## config.mk

```make
export PLATFORM = sky130hd
export DESIGN_NAME = lead_pattern_gen
export DESIGN_NICKNAME = d
export VERILOG_FILES = /design/src/rtl/lead_pattern_gen_pkg.sv /design/src/rtl/lead_pattern_gen_byte.sv /design/src/rtl/lead_pattern_gen.sv
export SDC_FILE = /design/constraint.sdc
export NUM_CORES = 1
export LEC_CHECK = 0
export BUFFER_PORTS_ARGS = -buffer_cell sky130_fd_sc_hd__buf_2
export CORE_MARGIN = 3
export CORE_UTILIZATION = 25
export CTS_CLUSTER_DIAMETER = 120
export DETAILED_ROUTE_END_ITERATION = 10
export GPL_TIMING_DRIVEN = 0
export PLACE_DENSITY = 0.46
export SYNTH_ARGS = -nofsm -noshare
export SYNTH_HDL_FRONTEND = slang
export SYNTH_HIERARCHICAL = 1
export SYNTH_SLANG_ARGS = --single-unit
export TNS_END_PERCENT = 30
```

## constraint.sdc

```tcl
create_clock -name clk -period 2.8 [get_ports clk]
set_input_delay 0.28 -clock clk [delete_from_list [all_inputs] [get_ports clk]]
set_output_delay 0.28 -clock clk [all_outputs]
set_load 0.02 [all_outputs]
```

## src/rtl/lead_pattern_gen_pkg.sv

```systemverilog
// lead_pattern_gen_pkg: shared byte width, run limit and FSM state type for the leading-pattern generator
package lead_pattern_gen_pkg;
  localparam int BYTE_W = 8;
  localparam int LEAD_MAX = 32;
  typedef enum logic [1:0] {IDLE, GEN, DONE} lead_gen_state_t;
endpackage

```

## src/rtl/lead_pattern_gen_byte.sv

```systemverilog
// lead_pattern_gen_byte: combinational byte of k (0..8) leading fill bits then complement bits (k, fill -> pat)
module lead_pattern_gen_byte (
  input  logic [3:0] k,
  input  logic       fill,
  output logic [7:0] pat
);
  logic [7:0] tail;
  assign tail = 8'hff >> k;
  assign pat = fill ? ~tail : tail;
endmodule

```

## src/rtl/lead_pattern_gen.sv

```systemverilog
// lead_pattern_gen: byte-serial inverse CLZ/CLO (clk, async active-low rst, flush_i, start_i/cnt_en_i/count_i in; ready_o/valid_o/val_o/ovf_o out)
module lead_pattern_gen
  import lead_pattern_gen_pkg::*;
#(
  parameter int BYTES = 4,
  parameter int CNT_W = 6
) (
  input  logic                  clk,
  input  logic                  rst,
  input  logic                  flush_i,
  input  logic                  start_i,
  input  logic                  cnt_en_i,
  input  logic [CNT_W-1:0]      count_i,
  output logic                  ready_o,
  output logic                  valid_o,
  output logic [BYTE_W*BYTES-1:0] val_o,
  output logic                  ovf_o
);
  localparam int IW = $clog2(BYTES);
  localparam logic [IW-1:0] LAST = IW'(BYTES - 1);
  localparam logic [CNT_W-1:0] NMAX = CNT_W'(BYTE_W * BYTES);
  localparam logic signed [CNT_W:0] EIGHT = (CNT_W+1)'(BYTE_W);
  lead_gen_state_t state;
  logic [IW-1:0] idx;
  logic [CNT_W-1:0] n;
  logic [CNT_W-1:0] off;
  logic fill;
  logic signed [CNT_W:0] diff;
  logic [3:0] k;
  logic [7:0] pat;
  assign off = CNT_W'(LAST - idx) << 3;
  assign diff = $signed({1'b0, n}) - $signed({1'b0, off});
  assign k = diff[CNT_W] ? 4'd0 : (diff > EIGHT ? 4'd8 : diff[3:0]);
  assign ready_o = state == IDLE;
  lead_pattern_gen_byte u_byte (.k(k), .fill(fill), .pat(pat));
  always_ff @(posedge clk or negedge rst) begin
    if (!rst) begin
      state <= IDLE;
      idx <= LAST;
      n <= '0;
      fill <= 1'b0;
      val_o <= '0;
      valid_o <= 1'b0;
      ovf_o <= 1'b0;
    end else if (flush_i) begin
      state <= IDLE;
      idx <= LAST;
      val_o <= '0;
      valid_o <= 1'b0;
      ovf_o <= 1'b0;
    end else begin
      valid_o <= 1'b0;
      case (state)
        IDLE: if (start_i) begin
          fill <= cnt_en_i;
          n <= count_i > NMAX ? NMAX : count_i;
          ovf_o <= count_i > NMAX;
          idx <= LAST;
          val_o <= '0;
          state <= GEN;
        end
        GEN: begin
          val_o[idx*BYTE_W +: BYTE_W] <= pat;
          if (idx == '0) begin
            state <= DONE;
            valid_o <= 1'b1;
          end else idx <= idx - 1'b1;
        end
        default: state <= IDLE;
      endcase
    end
  end
endmodule

```

# Word level (Yosys, flattened, before mapping)

Index checks and enable logic that the tools add are counted.

Bits in registers: 45
Input port bits: 11
Output and inout bits: 35
Word-level logic and storage cells: 54

$add $sub $neg: 4
Magnitude comparators: 2
Equality and inequality tests: 4
Shifts and indexed selects: 3
Muxes and demuxes: 22
Bitwise operators: 2
Reduce and logical (&&, ||, !) cells: 10

Operator list:

| kind                      | number |
|---|---|
| $mux W32                  | 2 |
| $pmux W32 S2              | 1 |
| $neg A5 Y34               | 1 |
| $shift A8 B34 Y32 const A | 1 |
| $shiftx A8 B34 Y32        | 1 |
| $bwmux W32                | 1 |
| $mux W2                   | 6 |
| $ne A3 B3 Y1 const B      | 3 |
| $mux W4                   | 2 |
| $mux W8                   | 1 |
| $not A8 Y8                | 1 |
| $pmux W2 S2               | 2 |
| $shr A8 B4 Y8 const A     | 1 |
| $gt A7 B5 Y1 const B      | 1 |
| $sub A6 B6 Y7             | 1 |
| $gt A6 B6 Y1 const B      | 1 |
| $mux W1                   | 6 |
| $mux W6                   | 1 |
| $reduce_and A2 Y1         | 3 |
| $reduce_and A3 Y1         | 2 |
| $logic_not A2 Y1          | 2 |
| $reduce_bool A2 Y1        | 2 |
| $reduce_bool A3 Y1        | 1 |
| $sub A2 B2 Y3 const A     | 1 |
| other kinds (3)           | 3 |

# Logic depth before layout (Yosys ltp)

Gate-level depths: netlist of the first run.

Word-level depth: 12
Depth in mapped cells: 11
Gate-level depth less buffers: 10

# Cells and area by module

The synthesis of the first run kept the hierarchy.

Modules (own cells, without submodules):

| module                | times used | cells an instance | area an instance (um^2) | sequential area each (um^2) |
|---|---|---|---|---|
| lead_pattern_gen      | 1          | 157               | 1993.2                  | 1128.6 |
| lead_pattern_gen_byte | 1          | 20                | 142.6                   | 0.0 |

# Worst setup path before layout of the first run

Ideal clock, no wire load.

Path kind: register -> register
From: register idx[0]
To: register val_o[1]
Setup time: 121 ps
Data arrival time: 2590 ps
Required time: 2679 ps
Path slack: 89 ps
Cell stages (with the launch flop): 10
Path buffers: 0
Period minus slack after synthesis: 2711 ps
Cell sequence: dfstp_2 -> inv_1 -> ha_1 -> inv_1 -> fa_1 -> a2111oi_0 -> and2_1 -> a31oi_1 -> xor2_1 -> a22o_1

Cells in the longest elaborated chain, start to end: 12
Elaborated cells on any way between the ends: 14
Classes of those cells: add/sub: 3; order compare: 1; shift: 3; mux: 6; bitwise: 1

Ends and longest elaborated chain:

| what                           | RTL line                   | RTL |
|---|---|---|
| start: declaration             | lead_pattern_gen.sv:24     | `logic [IW-1:0] idx;` |
| start signal: assignment       | lead_pattern_gen.sv:67     | `end else idx <= idx - 1'b1;` |
| $sub A2 B2 Y3 (*)              | lead_pattern_gen.sv:31     | `assign off = CNT_W'(LAST - idx) << 3;` |
| $sub A6 B6 Y7 (*)              | lead_pattern_gen.sv:32     | `assign diff = $signed({1'b0, n}) - $signed({1'b0, off});` |
| $gt A7 B5 Y1                   | lead_pattern_gen.sv:33     | `assign k = diff[CNT_W] ? 4'd0 : (diff > EIGHT ? 4'd8 : diff[3:0]);` |
| $mux W4                        | lead_pattern_gen.sv:33     |  |
| $mux W4 (*)                    | lead_pattern_gen.sv:33     |  |
| net k[2]                       | lead_pattern_gen.sv:29     | `logic [3:0] k;` |
| $shr A8 B4 Y8 (*)              | lead_pattern_gen_byte.sv:8 | `assign tail = 8'hff >> k;` |
| $not A8 Y8                     | lead_pattern_gen_byte.sv:9 | `assign pat = fill ? ~tail : tail;` |
| $mux W8 (*)                    | lead_pattern_gen_byte.sv:9 |  |
| net pat[1]                     | lead_pattern_gen.sv:30     | `logic [7:0] pat;` |
| $shiftx A8 B34 Y32 (*)         | lead_pattern_gen.sv:63     | `val_o[idx*BYTE_W +: BYTE_W] <= pat;` |
| $bwmux W32 (*)                 | lead_pattern_gen.sv:63     |  |
| $pmux W32 S2 (*)               | lead_pattern_gen.sv:53     | `case (state)` |
| $mux W32 (*)                   | lead_pattern_gen.sv:45     | `end else if (flush_i) begin` |
| end signal: indexed assignment | lead_pattern_gen.sv:63     |  |
| end: declaration               | lead_pattern_gen.sv:16     | `output logic [BYTE_W*BYTES-1:0] val_o,` |

Mark *: on every way through the listed nets, which the timed path passes. The rest lies on a longest branch.
A chain may end at the register's enable or synchronous reset.

# Worst setup path after layout of the first run

From: register idx[0]
To: register val_o[15]

Same word-level chain as after synthesis.

==> metrics.md, run 1 <==
| Metric | Value |
|---|---|
| Outcome | `finished, final reports clean` |
| CP arrival | `around 2.9 ns` |
| Top-count cell post-synth | `dfrtp_1` |
| Final Cell Area | `about 0.0027 sq mm` |
| Initial antenna violation count | `0` |
| Total congestion overflow | `0` |
| P per Cell Area | `~600 mW/mm^2` |
| Via Count | `1591` |
| Number of synthesized flops with an enable pin | `0` |
| Synthesized cell area | `0.00214 sq mm` |
| MaxCap Viol Count | `0` |
| Leak | `between 1 and 1.5 nW` |
| Fillers | `approximately 900` |
| Detailed Route Iter0 Violations | `between 70 and 80` |
| H-tree depth | `2` |
| Clk pwr share | `~26%` |
| Vias per cell | `4.68` |
| Fin Clk Skew | `between 0.009 and 0.01 ns` |
| Sequential Power Share | `roughly 44%` |
| Reg2reg path depth | `10` |
| Instance count of the mapped netlist | `around 180` |
| Min Clock Period, post-route | `2.62 ns` |
| Clk Latency, worst-skew pair | `approximately 0.30 ns` |
| Io pins | `46` |
| Yosys top cell by area | `dfrtp_1` |
| Fin cells | `340` |
| Final setup violating endpoints | `0` |
| Share of post-route cells with drive strength above 1 | `about 40%` |
| Drt wl/cell | `~16 um` |
| Syn-to-layout area delta | `26.5%` |
| Clock transition at path regs | `0.10 ns` |
| Final #Nets | `around 250` |
| Peak Freq | `0.382 GHz` |
| Peak supply drop | `between 0.2 and 0.3 mV` |
| Drt drc | `0` |
| Detailed Routing Iterations Pass 1 | `4` |
| HP Class | `input pin to asynchronous set/reset pin` |
| Total wire length | `between 5000 and 6000 um` |
| Net Count, Synth | `between 150 and 200` |
| FF-to-FF Start | `idx[0]` |
| Logic pwr share | `a little under a third` |
| CP max FO | `10` |
| Setup repair after global routing missed its margin | `false` |
| Syn Area/Cell | `12.1 sq um` |
| Inst Count DP | `around 330` |
| GPL Wtd Cong | `around 0.7` |
| Final Hold Fails | `0` |
| Post-route clock period utilization | `between 90 and 100%` |
| Top post-synthesis cells by area | `dfrtp_1 (50%), a22o_1 (13%), ha_1 (3.5%), mux2_2 (2.6%), dfstp_2 (2.5%)` |
| Dpl ws | `-0.447 ns` |
| Commonest cells post-synth | `dfrtp_1 (43), a22o_1 (32), nand2_1 (13)` |
| Register area share after synthesis | `52.8%` |
| CORE AREA | `0.00826 sq mm` |
| Die X | `just under 100 um` |
| Placed cell area | `between 0.002 and 0.0025 sq mm` |
| Power Internal | `about 0.0011 W` |
| Share of the synthesized area in the top cell type | `50.4%` |
| Initial cell density of the core | `25.9%` |
| Cell variety after synth | `slightly above 40` |
| Synthesis Warnings | `6` |
| Number of I/O port buffers | `45` |
| Setup TNS | `0 ns` |
| Max Slew Vio Count | `0` |
| Routed Antenna Nets | `0` |
| Vias in the first global route | `1658` |
| Worst-margin pin slew | `approximately 1.0 ns` |
| WS Path Type | `flop to flop` |
| DIE AREA | `a little under 0.01 sq mm` |
| Detailed placement HPWL | `between 3000 and 4000 um` |
| CTS tree | `yes` |
| #FFs+latches synth | `between 40 and 50` |
| # rows | `33` |
| Total GRT Usage | `about 11%` |
| Relative slew margins | `between 30% and 40%` |
| Worst setup margin | `~0.18 ns` |
| Critical Path End Type | `flop` |
| Clk sink count | `45` |
| Global-route wire length before repair | `8890 um` |
| Root buffer cell | `clkbuf_8` |
| Clock buffer depth | `2` |
| Diodes inserted | `0` |
| R2R Path End | `val_o[15]` |
| Hold_buf cts | `0` |
| FFs w/ async S/R, synth | `100%` |
| Net Sw Power | `around 0.00056 W` |
| CP required | `about 3.0 ns` |
| Largest net degree at the start of global routing | `46` |
| Reg2reg setup slack | `0.18 ns` |
| CTS Buf Count | `5` |
| Net Sw Frac | `roughly a third` |
| Core Util, Final | `roughly a third` |
| Die Y | `98.4 um` |
| Most used flip-flop cell after synthesis | `dfrtp_1` |
| Startpoint type of the worst setup path | `flop` |
[cell families after synthesis]
family | share of synthesized area [%]
buf+inv | 4.22
compound gates | 20.7
fa+ha+maj | 4.45
flops | 52.8
xor+xnor | 2.87
mux | 2.64
simple gates | 12.3
[power by group through the flow]
| stage | Sequential, W | Combinational [W] | Clock, W |
|---|---|---|---|
| global placement | 0.000716 | 0.000392 | 0 |
| floorplan | 0.000727 | 0.000248 | 0 |
| finish | 0.000703 | 0.000496 | 0.000416 |
| CTS | 0.000702 | 0.000493 | 0.000436 |
| detailed placement | 0.000716 | 0.000395 | 0 |
| global route | 0.000708 | 0.000555 | 0.000463 |
[layout make-up]
class	instances	area, sq um	share of cell area, %
sequential	45	1130	41.8
multi-input combinational	115	998	37.0
timing repair buffer	50	263	9.73
tap	105	131	4.86
clock buffer	5	68.8	2.55
buffer	10	63.8	2.36
inverter	7	26.3	0.973
clock inverter	3	21.3	0.787
[sequential cells by signal, indices dropped and copies added (netlist names)]
register	count
val_o	32
n	6
idx	2
state	2
fill	1
ovf_o	1
valid_o	1
[layer usage]
| metal | GRT usage [%] | up-vias | wire length (um) |
|---|---|---|---|
| li1 | - | 771 | - |
| met1 | 17.6 | 778 | 2660 |
| met2 | 16.4 | 38 | 2340 |
| met3 | 2.83 | 4 | 275 |
| met4 | 2.21 | 0 | 19 |
| met5 | 0 | - | 0 |
[cells in the final DEF (no fill, tap or decap), types with 3 or more instances in the layout]
master and count:
nand2_1 12, mux2_2 5, o21ai_1 5, o21ai_0 4, and2_4 3, clkbuf_8 5, buf_4 6, ha_1 6
dfrtp_1 43, buf_2 49, xor2_2 3, a22o_1 32, nor2_1 5, inv_1 6, a21oi_1 4
[worst max path at each step]
| stage | to | start |
|---|---|---|
| detailed placement | val_o[11] | idx[0] |
| CTS | val_o[3] | idx[0] |
| floorplan | val_o[1] | idx[0] |
| global placement | val_o[11] | idx[0] |
| global route | val_o[15] | idx[0] |
| finish | val_o[15] | idx[0] |
[through the flow]
stage          hold slack [ns]  power [W]
6_report                 0.147    0.00161
5_1_grt                  0.209    0.00173
3_5_place_dp             0.467    0.00111
2_1_floorplan          -0.0156   0.000974
4_1_cts                  0.199    0.00163
3_3_place_gp             0.467    0.00111
[worst max-delay path, stage by stage (launching register included)]
cell,delay (ns)
dfstp_2,0.55
inv_2,0.07
ha_1,0.20
inv_1,0.07
fa_2,0.46
nor3_2,0.17
a21oi_1,0.07
buf_6,0.16
nor4_4,0.31
xor2_2,0.30
a22o_1,0.20
[timing repair]
item                                    CTS  global route
endpoints found under the setup margin   28            28
buffers inserted                          5             0
pin swaps                                 3             3
resized for setup                        13             6
Note: power is estimated with default switching activity, not from simulation.
==> run 2, diff against run 1 <==
--- a/config.mk
+++ b/config.mk
@@ -5,6 +5,7 @@
 export SDC_FILE = /design/constraint.sdc
 export NUM_CORES = 1
 export LEC_CHECK = 0
+export ABC_AREA = 1
 export BUFFER_PORTS_ARGS = -buffer_cell sky130_fd_sc_hd__buf_2
 export CORE_MARGIN = 3
 export CORE_UTILIZATION = 25
==> run 2 against run 1 <==
  * Routed wire length is 21% higher
  * Via count increased by 42%
  * Synthesized cell count up 85%
  * Largest cell class is now multi-input combinational cells
  * Sequential share of layout area fell by 6.8 points
  * Final area rose by 19%
  * Register-to-register slack got worse by 0.11 ns
  * Total power rose by 22%
  * Largest power group is now combinational logic
  * Sequential cell count unchanged
  * Clock power down 5.3%
  * Area after synthesis rose by 19%
  * Combinational power grew 75%
==> metrics.md, run 2 <==
| Metric | Value |
|---|---|
| Largest net degree at the start of global routing | `between 40 and 50` |
| Register area share after synthesis | `between 40 and 50%` |
| WS Path Type | `flop to flop` |
| Most frequent cells in the layout | `nand2_1 (123), buf_2 (47), dfrtp_1 (43), nand3_1 (40), nor2_1 (29)` |
| # rows | `36` |
| Cell variety after synth | `27` |
| MaxCap Viol Count | `0` |
| Global-route wire length before repair | `10600 um` |
| CORE AREA | `just under 0.01 sq mm` |
| Detailed Route Iter0 Violations | `73` |
| Logic pwr share | `between 40 and 50%` |
| H-tree depth | `2` |
| GPL Wtd Cong | `~0.77` |
| Peak supply drop | `~0.26 mV` |
| Setup repair after global routing missed its margin | `true` |
| CP max FO | `7` |
| Biggest register | `val_o` |
| Relative slew margins | `32.4%` |
| Die Y | `107 um` |
| DIE AREA | `around 0.011 sq mm` |
| Syn Area/Cell | `approximately 7.8 sq um` |
| Clock buffer depth | `2` |
| Top-count cell post-synth | `nand2_1` |
| HP Class | `input pin to asynchronous set/reset pin` |
| Biggest regs | `val_o (32), n (6)` |
| Synthesis Warnings | `6` |
| Total GRT Usage | `about an eighth` |
| Share of post-route cells with drive strength above 1 | `between 30% and 40%` |
| Final setup violating endpoints | `0` |
| Max Slew Vio Count | `0` |
| Post-Synth Adder-Cell Area | `3.73%` |
| Sequential Power Share | `between 30 and 40%` |
| Mux cell area share after synthesis | `0%` |
| Leak | `roughly 1.8 nW` |
| Hold_buf cts | `0` |
| Placed cell area | `around 0.003 sq mm` |
| Root buffer cell | `clkbuf_8` |
| Number of I/O port buffers | `45` |
| Yosys top cell by area | `dfrtp_1` |
| Peak Freq | `0.366 GHz` |
| Net Count, Synth | `between 300 and 400` |
| Min Clock Period, post-route | `approximately 2.7 ns` |
| Io pins | `46` |
| Drt drc | `0` |
| Synthesized cell area | `between 0.002 and 0.003 sq mm` |
| Net Sw Power | `roughly 0.00082 W` |
| Via Count | `2267` |
| Diodes inserted | `0` |
| Instance count of the mapped netlist | `around 330` |
| Initial cell density of the core | `approximately 26%` |
| Share of the synthesized area in the top cell type | `between 40% and 50%` |
| Net Sw Frac | `between 40% and 50%` |
| Outcome | `finished, final reports clean` |
| Clk Latency, worst-skew pair | `just under 0.3 ns` |
| Xor and xnor area share after synthesis | `approximately 1.0%` |
| Final Hold Fails | `0` |
| Worst-margin pin slew | `just over 1 ns` |
| Routed Antenna Nets | `0` |
| Clock transition at path regs | `0.08 ns` |
| Vias in the first global route | `about 2200` |
| Largest family of logic cells by synthesized area | `simple AND/OR/NAND/NOR gates` |
| Power Internal | `between 0.001 and 0.0015 W` |
| Most used flip-flop cell after synthesis | `dfrtp_1` |
| CTS tree | `yes` |
| Total congestion overflow | `0` |
| Drt wl/cell | `roughly 12 um` |
| Fin Clk Skew | `between 0.004 and 0.005 ns` |
| Final Cell Area | `between 0.003 and 0.004 sq mm` |
| Pwr Total | `0.00198 W` |
| Post-route clock period utilization | `a little over nine tenths` |
| Number of flip-flops in the largest register | `32` |
| Die X | `107 um` |
| CTS Buf Count | `5` |
| Top post-synthesis cells by area | `dfrtp_1 (42%), nand2_1 (19%), nand3_1 (8.2%), nor2_1 (4.9%), nand3_4 (4.1%)` |
| Reg2reg setup slack | `slightly below 0.07 ns` |
| Final #Nets | `between 400 and 500` |
| Startpoint type of the worst setup path | `flop` |
| #FFs+latches synth | `45` |
| Clk pwr share | `19.9%` |
| Commonest non-fill, non-tap cell in the layout | `nand2_1` |
| CP arrival | `about 3.0 ns` |
| Vias per cell | `between 4 and 5` |
| Fillers | `between 1000 and 1500` |
| Clk sink count | `45` |
| Syn-to-layout area delta | `26.6%` |
| Critical Path End Type | `flop` |
| Initial antenna violation count | `0` |
| Total wire length | `~6400 um` |
| Commonest cells post-synth | `nand2_1 (131), dfrtp_1 (43), nand3_1 (42)` |
| FFs w/ async S/R, synth | `between 90% and 100%` |
| CP required | `~3.0 ns` |
| Compound-Gate Fraction of Synth Area | `~2.3%` |
| P per Cell Area | `612 mW/mm^2` |
| Detailed placement HPWL | `~4800 um` |
| Simple-Gate Fraction of Synth Area | `approximately 43%` |
| Number of synthesized flops with an enable pin | `0` |
| Detailed Routing Iterations Pass 1 | `4` |
## run 2: cell count changes after synthesis, moves of 5 or more
| cell | delta |
|---|---|
| inv_2 | +7 |
| nor3_1 | +5 |
| mux2_2 | -5 |
| nor2_1 | +28 |
| inv_1 | +14 |
| nand3_4 | +6 |
| nand3_1 | +42 |
| nand2_1 | +118 |
| a22o_1 | -32 |
## run 2: stage by stage
stage | utilization, % | setup WS [ns] | setup TNS [ns] | hold slack, ns | instances
6_report | 32.7 | 0.0686 | 0 | 0.155 | 521
5_1_grt | 32.7 | -0.123 | -1.51 | 0.204 | 521
4_1_cts | 31.2 | -0.00791 | -0.00791 | 0.196 | 514
3_5_place_dp | 29.8 | -0.554 | -11.04 | 0.456 | 506
3_3_place_gp | 29.8 | -0.545 | -10.58 | 0.453 | 506
2_1_floorplan | - | 0.0193 | 0 | -0.0156 | 328
## run 2: logic make-up after synthesis
| kind of cell | after synthesis |
|---|---|
| AND/OR/NAND/NOR | 231 |
| adder cells (fa/ha/maj) | 7 |
| XOR/XNOR | 3 |
| buffers and inverters | 34 |
| AO/OA/AOI/OAI | 8 |
| flip-flops | 45 |
## run 2: path summary, 6_finish.rpt
kind                                 start         to  cells past startpoint
worst max-delay path                idx[0]  val_o[10]                     14
worst min-delay path                   rst  val_o[30]                      1
worst max register to register      idx[0]  val_o[10]                     14
worst min register to register   val_o[13]  val_o[13]                      2
max in group asynchronous              rst   val_o[7]                      1
min in group clk                count_i[1]       n[1]                      3
## run 2: timing repair
| action | CTS | global route |
|---|---|---|
| setup endpoints to repair | 32 | 22 |
| gates resized for setup | 13 | 26 |
| buffers inserted | 0 | 7 |
| pin swaps | 1 | 22 |
## run 2: layout make-up
cell class,instances,area (sq um),share of cell area (%)
Buffer,5,43.8,1.36
Clock buffer,7,76.3,2.36
Multi-Input combinational cell,249,1420,43.9
Timing Repair Buffer,52,278,8.60
Clock inverter,1,5.00,0.155
Sequential cell,45,1130,35.0
Inverter,29,114,3.53
Tap cell,133,166,5.16
## run 2: power groups by stage
stage	clock, W	combinational [W]	sequential, W
2_1_floorplan	0	0.000468	0.000738
3_3_place_gp	0	0.000659	0.000730
3_5_place_dp	0	0.000670	0.000730
4_1_cts	0.000414	0.000712	0.000719
5_1_grt	0.000443	0.000960	0.000722
6_report	0.000394	0.000866	0.000718
## run 2: metal layers
layer,global-route usage (%),routed length (um),share of wire (%)
met1,15.3,2890,45
met2,19.6,3250,51
met3,2.29,232,3.6
met4,2.74,44,0.69
met5,0,0,0
## run 2: worst max-delay path: stages, from the launching register on
cell      delay [ns]
dfstp_2         0.59
clkinv_4        0.07
ha_4            0.15
inv_2           0.06
fa_1            0.46
nor3_4          0.27
nand2_4         0.11
nor2_4          0.21
nand2_2         0.07
nand2_2         0.07
xor2_2          0.20
nand3_1         0.14
nor2_1          0.11
nand3_1         0.09
nand2_1         0.08
